**config.mk**
```make
export PLATFORM = sky130hd
export DESIGN_NAME = bnn_feature_loader
export DESIGN_NICKNAME = d
export VERILOG_FILES = /design/src/rtl/bnn_loader_pkg.sv /design/src/rtl/bnn_feature_loader.sv
export SDC_FILE = /design/constraint.sdc
export NUM_CORES = 1
export LEC_CHECK = 0
export ABC_AREA = 1
export CAP_MARGIN = 20
export CORE_ASPECT_RATIO = 1.1
export CORE_UTILIZATION = 53
export DETAILED_ROUTE_END_ITERATION = 8
export PLACE_DENSITY_LB_ADDON = 0.25
export SETUP_SLACK_MARGIN = 0.02
export SLEW_MARGIN = 20
export SYNTH_ARGS = -nofsm -noshare
export SYNTH_HDL_FRONTEND = slang
export SYNTH_SLANG_ARGS = --single-unit
```
**constraint.sdc**
```tcl
create_clock -name clk -period 3.9 [get_ports clk]
set_clock_uncertainty 0.15 [all_clocks]
set_input_delay 0.975 -clock clk [delete_from_list [all_inputs] [get_ports clk]]
set_output_delay 0.975 -clock clk [all_outputs]
set_load 0.05 [all_outputs]
```
**src/rtl/bnn_loader_pkg.sv**
```systemverilog
// Shared types and default geometry for the BNN feature loader.
package bnn_loader_pkg;

  // Loader control states
  typedef enum logic [1:0] {
    LOAD   = 2'd0,
    SETTLE = 2'd1,
    HOLD   = 2'd2
  } loader_state_t;

  localparam int DEF_FEAT_CNT  = 16;
  localparam int DEF_FEAT_BITS = 4;
  localparam int DEF_CLASS_CNT = 10;

endpackage

```
**src/rtl/bnn_feature_loader.sv**
```systemverilog
// Streams feature words into a packed vector for a combinational classifier,
// waits for it to settle, and registers the predicted class for a
// valid/ready consumer. Optional inference counter under BNN_LOADER_COUNT_EN.
module bnn_feature_loader
  import bnn_loader_pkg::*;
#(
  parameter int FEAT_CNT   = DEF_FEAT_CNT,
  parameter int FEAT_BITS  = DEF_FEAT_BITS,
  parameter int CLASS_CNT  = DEF_CLASS_CNT,
  parameter int SETTLE_CYC = 1
) (
  input  logic                            clk,
  input  logic                            rst_n,
  input  logic                            s_valid,
  input  logic [FEAT_BITS-1:0]            s_data,
  input  logic                            s_last,
  output logic                            s_ready,
  output logic [FEAT_CNT*FEAT_BITS-1:0]   features,
  input  logic [$clog2(CLASS_CNT)-1:0]    prediction,
  output logic                            m_valid,
  output logic [$clog2(CLASS_CNT)-1:0]    m_class,
  input  logic                            m_ready,
  output logic                            frame_err
`ifdef BNN_LOADER_COUNT_EN
  ,
  output logic [15:0]                     inf_count
`endif
);

  localparam int CW = $clog2(CLASS_CNT);
  localparam int IW = (FEAT_CNT > 1) ? $clog2(FEAT_CNT) : 1;

  loader_state_t state, state_n;
  logic [IW-1:0] idx, idx_n;
  logic [3:0]    cnt, cnt_n;
  logic          err_n;
  logic          wr_en;
  logic          capture;
  logic          release_res;
  logic          last_slot;

  assign last_slot = (idx == IW'(FEAT_CNT - 1));

  // State register
  always_ff @(posedge clk or negedge rst_n) begin
    if (!rst_n) state <= LOAD;
    else        state <= state_n;
  end

  // Next-state, counters and handshake decode
  always_comb begin
    state_n     = state;
    idx_n       = idx;
    cnt_n       = cnt;
    err_n       = 1'b0;
    wr_en       = 1'b0;
    capture     = 1'b0;
    release_res = 1'b0;
    s_ready     = 1'b0;
    case (state)
      LOAD: begin
        s_ready = 1'b1;
        if (s_valid) begin
          wr_en = 1'b1;
          if (s_last && last_slot) begin
            state_n = SETTLE;
            idx_n   = '0;
            cnt_n   = 4'(SETTLE_CYC);
          end else if (s_last || last_slot) begin
            err_n = 1'b1;
            idx_n = '0;
          end else begin
            idx_n = idx + IW'(1);
          end
        end
      end
      SETTLE: begin
        if (cnt == '0) begin
          capture = 1'b1;
          state_n = HOLD;
        end else begin
          cnt_n = cnt - 4'd1;
        end
      end
      HOLD: begin
        if (m_ready) begin
          release_res = 1'b1;
          state_n     = LOAD;
        end
      end
      default: state_n = LOAD;
    endcase
  end

  // Word counter, settle counter and drop-pulse registers
  always_ff @(posedge clk or negedge rst_n) begin
    if (!rst_n) begin
      idx       <= '0;
      cnt       <= '0;
      frame_err <= 1'b0;
    end else begin
      idx       <= idx_n;
      cnt       <= cnt_n;
      frame_err <= err_n;
    end
  end

  // Feature store: word k lands in the k-th slot from the MSB end
  always_ff @(posedge clk or negedge rst_n) begin
    if (!rst_n) begin
      features <= '0;
    end else if (wr_en) begin
      features[(FEAT_CNT - 1 - int'(idx)) * FEAT_BITS +: FEAT_BITS] <= s_data;
    end
  end

  // Result register held until the consumer takes it
  always_ff @(posedge clk or negedge rst_n) begin
    if (!rst_n) begin
      m_valid <= 1'b0;
      m_class <= '0;
    end else if (capture) begin
      m_valid <= 1'b1;
      m_class <= prediction;
    end else if (release_res) begin
      m_valid <= 1'b0;
    end
  end

`ifdef BNN_LOADER_COUNT_EN
  logic [15:0] inf_cnt_q;

  // Completed-inference counter, wraps naturally at 16 bits
  always_ff @(posedge clk or negedge rst_n) begin
    if (!rst_n)           inf_cnt_q <= '0;
    else if (release_res) inf_cnt_q <= inf_cnt_q + 16'd1;
  end

  assign inf_count = inf_cnt_q;
`endif

  logic unused_cw;
  assign unused_cw = (CW == 0);

endmodule

```
==> impl_metrics.yaml <==
clock_tree:
  cts_buffer_depth: 2
  cts_resized: 0
  cts_tree: "built"
  cts.sinks: 80
  cts_setup_buffers: 0
  clk_pin_slew_ns: 0.07
  cts_hold_buf: 0
  insertion_delay_ns: 0.35
  htreeDepth: 3
  cts_root_buffer: "clkbuf_8"
  numCtsBuffers: 9
routing:
  route.met2.wl_mm: 4.12
  highest_layer: "met4"
  routed_wl_mm: 8.04
  drtIter0Drc: 157
  wl_met3_um: 317
  wl_met1_mm: 3.38
  drc_errors: 0
  via_count: 2920
  antenna_left: 0
  dr.pass1.iters: 4
  via_per_inst: 5.28
  wl_per_cell_um: 14.5
logic_synthesis:
  synth.distinct_cells: 28
  syn_avg_cell_area_um2: 9.14
  ys_warn_count: 0
  synth-simple-area-share_pct: 26.2
  synth-compound-area-share_pct: 8.13
  synth_xor_area_share_pct: 0.250
  synth_top_family_by_area: "simple AND/OR/NAND/NOR gates"
  synth-adder-area-share_pct: 2.50
  syn-num-nets: 404
  ys_seq_area_share_pct: 57.1
  synth_cells: 384
  synth.mux.area_fraction_pct: 0
  syn_area_um2: 3510
  ys_seq_elements: 80
floorplanning:
  die_area_um2: 6950
  initial_utilization_pct: 56.0
  ioPinCount: 84
  die_y_um: 87.3
  die_w_um: 79.6
  row_count: 30
  core_um2: 6270
global_routing:
  grt_usage_pct: 25.2
  grt_pass1_wl_mm: 13.2
  grt_max_degree: 81
  gr-total-overflow: 0
  antenna_found_initial: 0
  grt_pass1_vias: 2782
placement:
  place_ws_ns: 0.932
  io_buffers: 83
  dp.final_hpwl_mm: 5.67
  gp_congestion: 0.850
layout:
  antenna_cells: 0
  fillers: 480
  seqCellArea_um2: 2000
  drive_gt1_share_pct: 7.40
  finalNetCount: 490
  final_common_cell: "nand2_1"
  multi_input_area_um2: 1300
  area_growth_pct: 31.4
  layout_common_cells: "nand2_1, clkdlybuf4s50_1, dfrtp_1"
min_path:
  hold_path_depth: 2
  worstHoldPathType: "reg2reg"
sta:
  finalSetupViolations: 0
  hold_violations: 0
  fin_tns_setup_ns: 0
  fin_crit_sh_pct: 76.7
  max_freq_ghz: 0.335
  finalCriticalPeriod_ns: 2.99
  rsz0062_at_grt: "false"
  worst_pin_slew_ns: 0.981
  max_slew_margin_pct: 34.6
  worst_slack_ns: 0.911
  slew_viol_final: 0
worst_setup_path:
  cpMostUsedCell: "nand2_1"
  critPathKind: "reg2reg"
  crit_arrival_ns: 3.08
  r2r_cells: 7
  crit_fanout: 16
  worstSetupStartpointType: "flop"
  crit_chain: "inv_1 -> ha_1 -> clkinv_1 -> nor2_2 -> nand3_1 -> nand2_1 -> nand2_1"
  cpPeakStageDelay_ns: 0.65
  required_ns: 3.99
  crit_slowest_cell: "dfrtp_1"
  crit_path_end_kind: "flop"
power_and_ir_drop:
  switching_share_pct: 38.1
  cellInternalPower_w: 0.00165
  clkPwrFrac_pct: 26.2
  power_density_nw_per_um2: 577
  power.switching_w: 0.00101
  seqPwrFrac_pct: 38.8
  max-vdd-ir-drop_mv: 0.399
  pwr-share-comb_pct: 35.0
  p_leak_nw: 2.15
status:
  outcome: "complete, no violations"
flow_run:
  cap_viol_max_count: 0
[power groups by stage]
stage	Sequential (W)	Clock (W)	Combinational, W
after global placement	0.00104	0	0.000917
after detailed placement	0.00104	0	0.000930
after global routing	0.00105	0.000743	0.000985
after floorplan	0.00144	0	0.000211
after CTS	0.00103	0.000706	0.000936
final	0.00103	0.000697	0.000931
[metal layers]
layer	vias up	global-route usage, %
met5	-	0
met4	0	12.2
met3	18	3.66
met2	78	42.5
met1	1399	31.8
li1	1425	-
[path summary, 6_finish.rpt]
kind / from / end / slack [ns]
setup / recovery: idx[0] / features[41] / 0.91
hold / removal: features[11] / features[11] / 0.32
setup reg to reg: idx[0] / features[41] / 0.91
hold reg to reg: features[11] / features[11] / 0.32
max in group asynchronous: rst_n / features[2] / 2.33
min in group asynchronous: rst_n / m_class[2] / 0.61
[per-stage QoR]
stage | instance area (um2) | cells | util (%) | hold WS (ns) | power [W]
2_1_floorplan | 3510 | 384 | - | 0.299 | 0.00165
5_1_grt | 4610 | 553 | 73.6 | 0.345 | 0.00277
4_1_cts | 4610 | 553 | 73.6 | 0.327 | 0.00267
3_5_place_dp | 4390 | 539 | 70.0 | 0.308 | 0.00197
6_report | 4610 | 553 | 73.6 | 0.321 | 0.00266
3_3_place_gp | 4390 | 539 | 70.0 | 0.307 | 0.00196
[area by class of cell]
class | count | share of cell area, %
well taps | 80 | 2.17
inverters | 41 | 3.36
clock buffers | 10 | 2.77
clock inverters | 4 | 2.06
flip-flops and latches | 80 | 43.4
multi-input cells | 255 | 28.2
repair buffers | 83 | 18.0
[worst max-delay path, delay by kind of cell (launching register included)]
| family | cells | cell delay [ns] |
|---|---|---|
| simple gates | 4 | 1.01 |
| flops | 1 | 0.65 |
| buf+inv | 2 | 0.53 |
| fa+ha+maj | 1 | 0.53 |
[kinds of logic after synthesis]
kind of cell,Yosys count
flops,80
compound gates,56
fa+ha+maj,7
buf+inv,49
xor+xnor,1
simple gates,191
[sequential cells by signal (all words and copies together) (netlist names)]
register   flops
cnt            4
idx            4
frame_err      1
features      64
m_valid        1
m_class        4
state          2
[Yosys cell counts]
master	number	area share (%)
nand2_2	5	0.89
clkbuf_1	2	0.21
nand3_1	15	2.1
a31oi_1	1	0.18
dfrtp_1	80	57
nor3_1	10	1.4
o21ai_1	8	1.1
a21oi_1	8	1.1
clkinv_2	1	0.14
nand2_4	1	0.32
nand4_1	22	3.9
inv_2	2	0.21
ha_1	7	2.5
o22ai_1	3	0.54
buf_4	2	0.43
nor2_2	1	0.18
nor2_1	35	3.7
inv_1	37	4.0
xor2_1	1	0.25
nor3_4	2	0.93
nand2_1	91	9.7
o21ai_0	36	5.1
nand3_4	1	0.50
nor2_4	5	1.6
buf_2	3	0.43
buf_6	1	0.32
clkinv_1	1	0.11
nand3_2	3	0.86
Power figures use the tool's default switching activity.
